[src/rtl/clkdiv_pkg.sv]
// Shared constants and ratio coercion for the programmable clock divider.
package clkdiv_pkg;

    localparam int unsigned CLKDIV_MIN_DIV = 2;
    localparam int unsigned CLKDIV_WIDTH   = 16;

    // Ratios below the minimum are coerced up; there is no bypass path.
    function automatic int unsigned eff_div(input int unsigned d);
        return (d < CLKDIV_MIN_DIV) ? CLKDIV_MIN_DIV : d;
    endfunction

endpackage

[src/rtl/clock_divider_prog_if.sv]
// Control/status bundle for clock_divider_prog. CLKDIV_SYNC_EN adds the sync phase-align input.
interface clock_divider_prog_if
    import clkdiv_pkg::*;
#(
    parameter int unsigned WIDTH = CLKDIV_WIDTH
);

    logic             en;
    logic [WIDTH-1:0] div;
`ifdef CLKDIV_SYNC_EN
    logic             sync;
`endif
    logic             clk_out;
    logic             tick;
    logic [WIDTH-1:0] count;

`ifdef CLKDIV_SYNC_EN
    modport master (output en, div, sync, input clk_out, tick, count);
    modport slave  (input en, div, sync, output clk_out, tick, count);
`else
    modport master (output en, div, input clk_out, tick, count);
    modport slave  (input en, div, output clk_out, tick, count);
`endif

endinterface

[src/rtl/clock_divider_prog.sv]
// Synchronous programmable divider: near-50% clk_out level plus one-cycle tick enable strobe.
// Optional CLKDIV_SYNC_EN adds a sync input that restarts the period for phase alignment.
module clock_divider_prog
    import clkdiv_pkg::*;
#(
    parameter int unsigned WIDTH = CLKDIV_WIDTH
) (
    input  logic                 clk,
    input  logic                 reset,
    clock_divider_prog_if.slave  bus
);

    logic [WIDTH-1:0] cnt;
    logic [WIDTH-1:0] div_q;
    logic [WIDTH-1:0] cnt_next;
    logic [WIDTH-1:0] half;
    logic [WIDTH-1:0] div_eff;
    logic             wrap;
    logic             clk_out_q;
    logic             tick_q;
    logic             sync_c;

`ifdef CLKDIV_SYNC_EN
    assign sync_c = bus.sync;
`else
    assign sync_c = 1'b0;
`endif

    // Next counter value and the high-phase length of the active ratio
    always_comb begin
        wrap     = (cnt == div_q - WIDTH'(1));
        cnt_next = wrap ? '0 : cnt + WIDTH'(1);
        half     = div_q >> 1;
        div_eff  = WIDTH'(eff_div(32'(bus.div)));
    end

    // New ratios load only at the period boundary, so no runt pulses
    always_ff @(posedge clk) begin
        if (reset) begin
            cnt       <= '0;
            div_q     <= div_eff;
            clk_out_q <= 1'b0;
            tick_q    <= 1'b0;
        end else if (sync_c) begin
            cnt       <= '0;
            div_q     <= div_eff;
            clk_out_q <= 1'b1;
            tick_q    <= 1'b1;
        end else if (bus.en) begin
            cnt       <= cnt_next;
            clk_out_q <= (cnt_next < half);
            tick_q    <= wrap;
            if (wrap) begin
                div_q <= div_eff;
            end
        end else begin
            tick_q <= 1'b0;
        end
    end

    assign bus.count   = cnt;
    assign bus.clk_out = clk_out_q;
    assign bus.tick    = tick_q;

endmodule

[src/flat_wrapper.sv]
// flat-port wrapper written by rule: the top's interface ports become plain ports
module clock_divider_prog_flat import clkdiv_pkg::*;
#(
    parameter int unsigned WIDTH = CLKDIV_WIDTH
)
  (clk, reset, bus_en, bus_div, bus_clk_out, bus_tick, bus_count);
  clock_divider_prog_if #(.WIDTH(WIDTH)) bus_i ();
  input  logic clk;
  input  logic reset;
  input wire logic [$bits(bus_i.en)-1:0] bus_en;
  input wire logic [$bits(bus_i.div)-1:0] bus_div;
  output wire logic [$bits(bus_i.clk_out)-1:0] bus_clk_out;
  output wire logic [$bits(bus_i.tick)-1:0] bus_tick;
  output wire logic [$bits(bus_i.count)-1:0] bus_count;
  assign bus_i.en = bus_en;
  assign bus_i.div = bus_div;
  assign bus_clk_out = bus_i.clk_out;
  assign bus_tick = bus_i.tick;
  assign bus_count = bus_i.count;
  clock_divider_prog #(.WIDTH(WIDTH)) u_core (.clk(clk), .reset(reset), .bus(bus_i));
endmodule
[config.mk]
export PLATFORM = sky130hd
export DESIGN_NAME = clock_divider_prog_flat
export DESIGN_NICKNAME = d
export VERILOG_FILES = /design/src/rtl/clkdiv_pkg.sv /design/src/rtl/clock_divider_prog_if.sv /design/src/rtl/clock_divider_prog.sv /design/src/flat_wrapper.sv
export SDC_FILE = /design/constraint.sdc
export NUM_CORES = 1
export LEC_CHECK = 0
export BUFFER_PORTS_ARGS = -buffer_cell sky130_fd_sc_hd__clkbuf_2
export CORE_MARGIN = 1
export CORE_UTILIZATION = 59
export DETAILED_ROUTE_END_ITERATION = 6
export GPL_TIMING_DRIVEN = 0
export PLACE_DENSITY = 0.91
export SLEW_MARGIN = 10
export SYNTH_ARGS = -nofsm -noshare
export SYNTH_HDL_FRONTEND = slang
export SYNTH_SLANG_ARGS = --single-unit
[constraint.sdc]
create_clock -name clk -period 5.2 [get_ports clk]
set_input_delay 0.52 -clock clk [delete_from_list [all_inputs] [get_ports clk]]
set_output_delay 0.52 -clock clk [all_outputs]
set_load 0.005 [all_outputs]
==> out/results.ini, run 1 <==
[clock_tree]
worst_skew_pair.late_latency_ns=0.30
cts_sinks=34
clk_path_buf_depth=2
cts_resized=0
cts-root-buf=clkbuf_8
cts_tree=built
cts_made_buffers=5
cts_setup_buffers=0
h-tree-depth=2
clk_pin_slew_ns=0.07
cts_hold_buf=0

[synth]
synth_ff_type=dfxtp_1
synthCells=330
synth-xor-area-share_pct=8.657
synth_top_area_share_pct=16.96
synth_top_cell_by_area=edfxtp_1
syn-cell-area_um2=2833
yosys.area_share.simple_pct=27.12
synth_edf_count=16
synth_area_leaders=edfxtp_1 (17%), dfxtp_1 (13%), ha_1 (7.1%)
ys_seq_area_share_pct=29.68
ys_types=60
yosys_warnings=0
yosys.area_share.adder_pct=7.067
syn_avg_cell_area_um2=8.584
synth-compound-area-share_pct=18.51
muxShareOfSynthArea_pct=0.3534
ys_ff_latch=34
synth_top_family_by_area=simple AND/OR/NAND/NOR gates
syn_nets=365
async_flop_share_pct=0

[critical_path]
rr_endpoint=u_core.bus.clk_out$_SDFFE_PP0P_
timing.rr.start=u_core.div_q[0]$_SDFFCE_PN0P_
reg2regPathDepth=18
path_max_fanout=10
r2r_slack_ns=0.81
crit_arrival_ns=4.61
worstPathRequired_ns=5.41
worst_setup_path_start_kind=flip-flop
critical_path_class=reg2reg
cp-end-kind=flip-flop

[final_layout]
areaGrowthSynthToFinish_pct=11.35
fin_area_um2=3154
nNetsFinal=407
final_cells=425
diodes=0
drive_gt1_share_pct=16.89

[global_routing]
grt_pass1_vias=2393
grt_max_degree=17
grt_usage_pct=26.94
grt_first_pass_wirelength_um=10500
antenna_found_initial=0
grt_overflow=0

[floorplan]
ios=37
fp.dieH_um=71.29
die-area_um2=5082
design.core.area_um2=4474
start_util_pct=63.31
die_x_um=71.29
rows=24

[timing]
setup_viol=0
tightest_slew_ns=0.7957
rsz0062_at_grt=false
fmaxAchievable_ghz=0.2276
maxSlewHeadroom_pct=46.46
maxSlewViolCount=0
tns_ns=0
hold_viol=0
fin_crit_sh_pct=84.51
clock_skew_ns=0.008102
min_period_ns=4.395

[power_and_ir_drop]
p_leak_nw=1.274
irDropWorstVdd_v=0.0001727
pwr_density_cell_nw_per_um2=191.1
finalPower_mw=0.6027

[worst_hold_path]
whs_endpoint=u_core.div_q[14]$_SDFFCE_PN0P_
hold_depth=2
hp-start=bus_div[14]
hp-class=in2reg

[detailed_routing]
wl_per_cell_um=14.88
dr.first_iter.drc_count=219
vias=2560
drcViolationCount=2
vias_per_cell=6.024
wirelength_um=6322
final_antenna_net_count=0
dr.pass1.iters=7

[placement]
portBuffers=35
gp_congestion=0.8846
post_dp_cell_area_um2=3073
dp_hpwl_um=4795
dp.cells=417

[run]
drv_cap=0

[status]
status=finished with violations
violations=design-rule violations

layer usage:
layer	track usage [%]	part of all wire (%)
met1	33.54	44
met2	46.24	47
met3	3.657	5.9
met4	12.89	2.6
met5	0	0
power breakdown:
part / internal [mW] / switching [mW]
sequential: 0.294 / 0.0150
combinational: 0.0468 / 0.0584
clock: 0.0919 / 0.0967
cells in the final DEF, fill, tap and decap left out, types with 4 or more instances in the layout:
| cell type | count |
|---|---|
| and2_1 | 6 |
| o21a_1 | 7 |
| nor2b_1 | 4 |
| edfxtp_1 | 16 |
| nor2_1 | 25 |
| o21ai_0 | 10 |
| buf_6 | 4 |
| xnor2_1 | 20 |
| a21oi_1 | 14 |
| ha_1 | 16 |
| nand4_1 | 6 |
| dfxtp_1 | 18 |
| inv_1 | 19 |
| xor2_1 | 8 |
| a31oi_1 | 8 |
| nand3b_1 | 5 |
| nand2b_1 | 19 |
| nor3b_1 | 5 |
| clkbuf_2 | 36 |
| clkbuf_1 | 26 |
| and3_1 | 4 |
| nand2_1 | 9 |
| a21o_1 | 7 |
| nor3_1 | 11 |
| nand4b_1 | 4 |
| nor4_1 | 6 |
| nand3_1 | 11 |
| clkbuf_8 | 6 |
final cells by class:
cell class | instances | area [um^2]
Tap cell | 52 | 65.06
Inverter | 19 | 71.32
Sequential cell | 34 | 840.8
Timing Repair Buffer | 35 | 175.2
Clock inverter | 2 | 8.758
Buffer | 34 | 172.7
Fill cell | 355 | 1320
Multi-Input combinational cell | 243 | 1748
Clock buffer | 6 | 72.57
worst max-delay path, cell delays in order (launching register included):
cell and delay [ns]:
edfxtp_1 0.43, inv_1 0.09, ha_1 0.26, or4b_1 0.45, clkbuf_1 0.21, o31a_1 0.29, or3_1 0.39, a31oi_4 0.25
and4_2 0.25, buf_2 0.20, nor2_1 0.08, ha_1 0.31, a21o_1 0.18, a21o_1 0.17, a21oi_1 0.20, o31ai_1 0.12
nand3_1 0.13, a221oi_2 0.05, a311oi_2 0.25
cell usage after synthesis, types with 3 or more instances:
master,count
nand3b_1,5
a21oi_1,14
a211oi_1,3
a31oi_1,8
and3_1,4
nor3_1,11
buf_6,4
clkbuf_1,25
nand2_1,9
nand3_1,11
o211ai_1,3
edfxtp_1,16
dfxtp_1,18
inv_1,19
a21o_1,7
nor2b_1,4
buf_2,3
xor2_1,8
nand4b_1,4
nor4_1,6
ha_1,16
nor2_1,25
o21ai_0,10
xnor2_1,20
nor3b_1,5
nand4_1,6
and2_1,6
o21a_1,7
nand2b_1,19
metrics by stage:
| stage | setup WS (ns) | util [%] | hold slack, ns |
|---|---|---|---|
| after floorplan | 1.258 | - | 0.5183 |
| after global placement | 0.9680 | 68.68 | 0.5435 |
| after detailed placement | 0.8694 | 68.68 | 0.5482 |
| after CTS | 0.8366 | 70.50 | 0.4898 |
| after global routing | 0.6160 | 70.50 | 0.4969 |
| final | 0.8054 | 70.50 | 0.4871 |
how the worst max path moves through the flow:
stage / startpoint / endpoint / slack [ns] / cells after the start
final: u_core.div_q[0]$_SDFFCE_PN0P_ / u_core.bus.clk_out$_SDFFE_PP0P_ / 0.81 / 18
after global routing: u_core.div_q[1]$_SDFFCE_PN1P_ / u_core.bus.clk_out$_SDFFE_PP0P_ / 0.62 / 18
after CTS: u_core.div_q[0]$_SDFFCE_PN0P_ / u_core.bus.clk_out$_SDFFE_PP0P_ / 0.84 / 18
after detailed placement: u_core.div_q[0]$_SDFFCE_PN0P_ / u_core.bus.clk_out$_SDFFE_PP0P_ / 0.87 / 18
after global placement: u_core.div_q[0]$_SDFFCE_PN0P_ / u_core.bus.clk_out$_SDFFE_PP0P_ / 0.97 / 17
after floorplan: u_core.div_q[0]$_SDFFCE_PN0P_ / u_core.bus.clk_out$_SDFFE_PP0P_ / 1.26 / 17
cells by family (layout without fill, tap and decap cells):
logic type,after synthesis,after routing
AND/OR/NAND/NOR,128,128
AO/OA/AOI/OAI,70,70
buffers and inverters,53,96
flip-flops,34,34
XOR/XNOR,28,28
adder cells (fa/ha/maj),16,16
multiplexers,1,1
sequential cells by signal, summed over array words and instances, names as in the netlist:
register and count:
u_core.bus.tick 1, u_core.bus.count 16, u_core.bus.clk_out 1, u_core.div_q 16
Power figures use the tool's default switching activity.
==> run 2: changes to the inputs <==
--- a/config.mk
+++ b/config.mk
@@ -5,12 +5,13 @@
 export SDC_FILE = /design/constraint.sdc
 export NUM_CORES = 1
 export LEC_CHECK = 0
+export ABC_AREA = 1
 export BUFFER_PORTS_ARGS = -buffer_cell sky130_fd_sc_hd__clkbuf_2
 export CORE_MARGIN = 1
-export CORE_UTILIZATION = 59
+export CORE_UTILIZATION = 58
 export DETAILED_ROUTE_END_ITERATION = 6
 export GPL_TIMING_DRIVEN = 0
-export PLACE_DENSITY = 0.91
+export PLACE_DENSITY = 0.9
 export SLEW_MARGIN = 10
 export SYNTH_ARGS = -nofsm -noshare
 export SYNTH_HDL_FRONTEND = slang
==> constraint.sdc (replaced) <==
create_clock -name clk -period 4.5 [get_ports clk]
set_input_delay 0.45 -clock clk [delete_from_list [all_inputs] [get_ports clk]]
set_output_delay 0.45 -clock clk [all_outputs]
set_load 0.005 [all_outputs]
==> run 2 against run 1 <==
Net effect: the run now ends clean; maximum frequency rose by 28%; non-clock buffer count shrank 15; highest routed layer unchanged; worst setup slack gained 0.26 ns; register-to-register slack better by 0.26 ns.
==> out/results.ini, run 2 <==
[global_routing]
grt_first_pass_wirelength_um=11310  ; +7.7%
antenna_found_initial=0  ; unchanged
grt_usage_pct=29.42  ; +2.5 points
grt_overflow=0  ; unchanged
grt_pass1_vias=2575  ; +7.6%
grt_max_degree=17  ; unchanged

[clock_tree]
cts_sinks=34  ; unchanged
clk_path_buf_depth=2  ; unchanged
cts_made_buffers=5  ; unchanged
cts-root-buf=clkbuf_8
cts_tree=built
h-tree-depth=2  ; unchanged
clk_pin_slew_ns=0.07  ; about the same
worst_skew_pair.late_latency_ns=0.30  ; about the same
cts_resized=0  ; unchanged
cts_setup_buffers=0  ; unchanged
cts_hold_buf=0  ; unchanged

[critical_path]
cp-end-kind=flip-flop
critical_path.top_delay_family=simple AND/OR/NAND/NOR gates
critPathMaxStageDelay_ns=0.43  ; -0.02 ns
crit_buf_inv=3  ; unchanged
worst_setup_path_start_kind=flip-flop
crit_arrival_ns=3.66  ; -0.95 ns
startpoint=u_core.div_q[0]$_SDFFCE_PN0P_
crit_path_cell_trace=inv_1 -> ha_1 -> nand2_2 -> nor2_4 -> nand2_1 -> o21ai_2 -> nand2_1 -> nor2_1 -> nand2_1 -> nor2_2 -> nand2_2 -> buf_2 -> nand3_1 -> inv_1 -> ha_1 -> a21oi_1 -> nor2_1 -> a211oi_1 -> nand2_1 -> nand2_1 -> nand2_1 -> a21oi_2
path_max_fanout=10  ; unchanged
worstPathRequired_ns=4.73  ; -0.68 ns
cpMostUsedCell=nand2_1
crit_slowest_cell=edfxtp_1
timing.rr.start=u_core.div_q[0]$_SDFFCE_PN0P_
critical_path_class=reg2reg

[timing]
setup_viol=0  ; unchanged
fin_crit_sh_pct=76.28  ; -8.2 points
clock_skew_ns=0.009391  ; +0.001289 ns
min_period_ns=3.433  ; -0.9619 ns
maxSlewViolCount=0  ; unchanged
hold_viol=0  ; unchanged
maxSlewHeadroom_pct=59.09  ; +13 points
tns_ns=0  ; unchanged
tightest_slew_ns=0.6122  ; -0.1835 ns
fmaxAchievable_ghz=0.2913  ; +28%
rsz0062_at_grt=false

[power_and_ir_drop]
p_leak_nw=1.531  ; +20%
irDropWorstVdd_v=0.0002220  ; +29%
pwr_density_cell_nw_per_um2=265.7  ; +39%
finalPower_mw=0.8064  ; +34%

[detailed_routing]
wirelength_um=6850  ; +8.4%
wl_per_cell_um=13.98  ; -6.0%
vias=2715  ; +6.1%
vias_per_cell=5.541  ; -8.0%
dr.pass1.iters=5  ; -2
final_antenna_net_count=0  ; unchanged
drcViolationCount=0  ; -2
dr.first_iter.drc_count=180  ; -18%

[placement]
dp_hpwl_um=5292  ; +10%
gp_congestion=0.9796  ; +11%
portBuffers=35  ; unchanged

[worst_hold_path]
hp-class=in2reg
hp-start=reset

[synth]
synth_edf_count=16  ; unchanged
ys_types=35  ; -42%
syn_avg_cell_area_um2=6.871  ; -20%
synth_top_area_share_pct=17.70  ; +0.74 points
yosys_warnings=0  ; unchanged
synth_area_leaders=edfxtp_1 (18%), dfxtp_1 (13%), nand2_1 (12%)
ys_seq_area_share_pct=30.98  ; +1.3 points
syn-cell-area_um2=2714  ; -4.2%
async_flop_share_pct=0  ; unchanged
syn_nets=430  ; +18%
ys_ff_latch=34  ; unchanged
synthCells=395  ; +20%
netlist_top_cells_count=nand2_1 (85), inv_1 (67), nor2_1 (48)
yosysMostFrequentCell=nand2_1
synth_top_cell_by_area=edfxtp_1
synth_ff_type=dfxtp_1

[final_layout]
areaGrowthSynthToFinish_pct=11.85
drive_gt1_share_pct=13.93  ; -3.0 points
diodes=0  ; unchanged
nNetsFinal=472  ; +16%
layout_common_cells=nand2_1 (85), inv_1 (67), nor2_1 (48)
final_common_cell=nand2_1

[floorplan]
die-area_um2=4957  ; -2.5%
start_util_pct=61.48  ; -1.8 points
rows=24  ; unchanged
ios=37  ; unchanged
die_x_um=70.41  ; -1.2%
design.core.area_um2=4414  ; -1.3%
fp.dieH_um=70.41  ; -1.2%

[run]
drv_cap=0  ; unchanged

[status]
status=finished clean

run 2: changes by cell type after synthesis, moves of 8 or more:
cell      before  now
a31oi_1        8    0
inv_1         19   67
clkbuf_1      25   17
nand2b_1      19    0
nand2_1        9   85
xnor2_1       20   11
nor2_1        25   48
nand3_1       11   21
run 2: cells by family after synthesis:
group | share of synthesized area, %
compound gates | 9.774
xor+xnor | 8.345
fa+ha+maj | 7.377
buf+inv | 11.94
flops | 30.98
simple gates | 31.58
run 2: per-stage QoR:
stage / setup WS (ns) / util [%] / area [um^2] / instances / hold slack [ns]
floorplan: 1.674 / - / 2714 / 395 / 0.4670
finish: 1.067 / 68.76 / 3035 / 490 / 0.3849
CTS: 1.149 / 68.76 / 3035 / 490 / 0.3789
global route: 0.7512 / 68.76 / 3035 / 490 / 0.4030
global placement: 1.222 / 66.92 / 2954 / 482 / 0.4646
detailed placement: 1.187 / 66.92 / 2954 / 482 / 0.4731
run 2: final timing paths:
check / end / slack [ns] / cells past startpoint
max reg2reg: u_core.bus.clk_out$_SDFFE_PP0P_ / 1.07 / 22
min: u_core.bus.clk_out$_SDFFE_PP0P_ / 0.38 / 2
min reg2reg: u_core.bus.clk_out$_SDFFE_PP0P_ / 0.49 / 2
max: u_core.bus.clk_out$_SDFFE_PP0P_ / 1.07 / 22
run 2: area by class of cell:
class / instances / area (um^2)
sequential: 34 / 840.8
multi-input combinational: 275 / 1549
fill: 375 / 1379
buffer: 19 / 72.57
tap: 52 / 65.06
inverter: 67 / 251.5
clock inverter: 2 / 8.758
clock buffer: 6 / 72.57
timing repair buffer: 35 / 175.2
run 2: per-layer routing:
metal	share of wire, %	global-route usage (%)	vias up
li1	-	-	1338
met1	41	37.72	1224
met2	48	48.36	132
met5	0	0	-
met3	8.9	5.195	21
met4	2.6	12.67	0
run 2: where the power goes:
group / total, mW / internal, mW / switching (mW)
registers: 0.381 / 0.348 / 0.0327
logic: 0.201 / 0.0796 / 0.121
clock network: 0.225 / 0.106 / 0.119
total: 0.806 / 0.534 / 0.272
==> run 3: changes to the inputs <==
--- a/config.mk
+++ b/config.mk
@@ -5,13 +5,13 @@
 export SDC_FILE = /design/constraint.sdc
 export NUM_CORES = 1
 export LEC_CHECK = 0
-export ABC_AREA = 1
+export ABC_AREA = 0
 export BUFFER_PORTS_ARGS = -buffer_cell sky130_fd_sc_hd__clkbuf_2
 export CORE_MARGIN = 1
-export CORE_UTILIZATION = 58
+export CORE_UTILIZATION = 53
 export DETAILED_ROUTE_END_ITERATION = 6
 export GPL_TIMING_DRIVEN = 0
-export PLACE_DENSITY = 0.9
+export PLACE_DENSITY = 0.87
 export SLEW_MARGIN = 10
 export SYNTH_ARGS = -nofsm -noshare
 export SYNTH_HDL_FRONTEND = slang
==> constraint.sdc (replaced) <==
create_clock -name clk -period 3 [get_ports clk]
set_input_delay 0.3 -clock clk [delete_from_list [all_inputs] [get_ports clk]]
set_output_delay 0.3 -clock clk [all_outputs]
set_load 0.005 [all_outputs]
==> run 3 against run 2 <==
Net effect: the run now ends with negative setup slack left; power is 35% higher; worst setup slack got worse by 1.8 ns; clock power is 45% higher; first-iteration DRC count increased by 51%; core utilization shrank 2.9 points; flip-flop and latch count is the same; cell area up 12%; sequential share of layout area is 2.9 points lower; sequential power rose by 40%; die area grew 14%; cell count fell by 5.7%; global-route usage is 2.0 points lower.
==> out/results.ini, run 3 (synthesized netlist as in run 1, its figures left out) <==
[status]
status=finished with violations
violations=negative setup slack

[timing]
hold_viol=0  ; unchanged
min_period_ns=3.778  ; +0.3449 ns
maxSlewHeadroom_pct=46.82  ; -12 points
setup_viol=11  ; +11
setup_slack_ns=-0.7776  ; -1.845 ns
tightest_slew_ns=0.7904  ; +0.1782 ns
fin_crit_sh_pct=125.9  ; +50 points
maxSlewViolCount=0  ; unchanged
fmaxAchievable_ghz=0.2647  ; -9.1%
clock_skew_ns=0.01201  ; +0.002617 ns
tns_ns=-0.8794  ; -0.8794 ns
rsz0062_at_grt=true

[floorplan]
start_util_pct=55.11  ; -6.4 points
fp.dieH_um=75.11  ; +6.7%
design.core.area_um2=5140  ; +16%
rows=26  ; +8.3%
die-area_um2=5641  ; +14%
ios=37  ; unchanged
die_x_um=75.11  ; +6.7%

[critical_path]
crit_arrival_ns=3.99  ; +0.33 ns
path_max_fanout=6  ; -4
critPathMaxStageDelay_ns=0.50  ; +0.07 ns
worst_setup_path_start_kind=flip-flop
critical_path.top_delay_family=simple AND/OR/NAND/NOR gates
crit_buf_inv=2  ; -1
worstPathRequired_ns=3.21  ; -1.52 ns
crit_slowest_cell=or4b_4
critical_path_class=reg2reg
cp-end-kind=flip-flop
crit_path_cell_trace=inv_2 -> ha_4 -> or4b_4 -> o31a_1 -> or3_4 -> a31oi_4 -> buf_4 -> and4_4 -> nor2_1 -> ha_1 -> a21o_1 -> a21oi_2 -> and3_4 -> a221oi_2 -> a311oi_2

[clock_tree]
clk_path_buf_depth=2  ; unchanged
cts-root-buf=clkbuf_8
cts_hold_buf=0  ; unchanged
cts_sinks=34  ; unchanged
cts_tree=built
cts_made_buffers=5  ; unchanged
clk_pin_slew_ns=0.07  ; about the same
h-tree-depth=2  ; unchanged
worst_skew_pair.late_latency_ns=0.30  ; about the same

[final_layout]
diodes=0  ; unchanged
drive_gt1_share_pct=24.23  ; +10 points
nNetsFinal=426  ; -9.7%
fin_area_um2=3385  ; +12%
layout_common_cells=clkbuf_2 (36), clkbuf_1 (25), nor2_1 (24)
areaGrowthSynthToFinish_pct=19.48
fill_cells=439  ; +17%
final_common_cell=clkbuf_2
utilization_pct=65.85  ; -2.9 points

[detailed_routing]
dr.first_iter.drc_count=272  ; +51%
wl_per_cell_um=15.63  ; +12%
vias_per_cell=5.948  ; +7.3%
dr.pass1.iters=7  ; +2
vias=2748  ; +1.2%
final_antenna_net_count=0  ; unchanged
wirelength_um=7223  ; +5.4%
drcViolationCount=0  ; unchanged

[global_routing]
grt_pass1_vias=2541  ; -1.3%
grt_max_degree=17  ; unchanged
grt_usage_pct=27.43  ; -2.0 points
grt_overflow=0  ; unchanged
antenna_found_initial=0  ; unchanged
grt_first_pass_wirelength_um=11500  ; +1.7%

[power_and_ir_drop]
finalPower_mw=1.085  ; +35%
p_leak_nw=1.373  ; -10%
irDropWorstVdd_v=0.0002680  ; +21%
pwr_density_cell_nw_per_um2=320.5  ; +21%

[placement]
dp_hpwl_um=5123  ; -3.2%
gp_congestion=0.9053  ; -7.6%
post_dp_cell_area_um2=3136  ; +6.1%
portBuffers=35  ; unchanged

[run]
drv_cap=0  ; unchanged

[worst_hold_path]
hp-class=in2reg

run 3: cell types whose count changed in the layout (fill, tap and decap cells not counted), sizes merged, moves of 8 or more:
cell,previous run,this run
nand2,91,9
inv,67,19
nor2,55,25
buf,2,25
nand2b,0,19
nand3,22,11
a31oi,0,9
clkbuf,58,67
xnor2,11,20
a21o,0,8
o21ai,18,10
run 3: final cells by class:
cell class                 instances  area [um^2]  area share [%]
multi-input combinational        245         1826           53.94
sequential                        34        840.8           24.84
timing repair buffer              55        325.3           9.612
buffer                            31        152.6           4.510
tap                               70        87.58           2.588
clock buffer                       6        72.57           2.144
inverter                          19        71.32           2.107
clock inverter                     2        8.758          0.2588
run 3: path summary, 6_finish.rpt:
path                                      from                           endpoint  slack (ns)  cells past startpoint
max reg2reg      u_core.div_q[0]$_SDFFCE_PN0P_    u_core.bus.clk_out$_SDFFE_PP0P_       -0.78                     15
max              u_core.div_q[0]$_SDFFCE_PN0P_    u_core.bus.clk_out$_SDFFE_PP0P_       -0.78                     15
min                                 bus_div[3]      u_core.div_q[3]$_SDFFCE_PN0P_        0.28                      2
min reg2reg  u_core.bus.count[14]$_SDFFE_PP0P_  u_core.bus.count[14]$_SDFFE_PP0P_        0.57                      2
run 3: routing by layer:
layer	vias up	GRT usage (%)	wire length, um
li1	1313	-	-
met1	1278	32.53	2983
met2	133	48.95	3496
met3	24	5.756	597
met4	0	9.644	146
met5	-	0	0
run 3: what timing repair did:
item	4_1_cts	5_1_grt
buffers inserted	20	0
gates cloned	1	1
endpoints found under the setup margin	24	19
pin swaps	17	0
gates resized for setup	9	0
run 3: stage by stage:
step	cells	setup slack, ns	hold slack [ns]
CTS	461	-0.6908	0.2732
floorplan	330	-0.7543	0.4667
global placement	435	-0.9743	0.5422
detailed placement	435	-1.037	0.5540
global route	462	-0.8921	0.2827
finish	462	-0.7776	0.2774
run 3: power by group:
part           switching [mW]  internal [mW]
sequential             0.0234          0.509
clock                   0.168          0.159
combinational           0.120          0.105
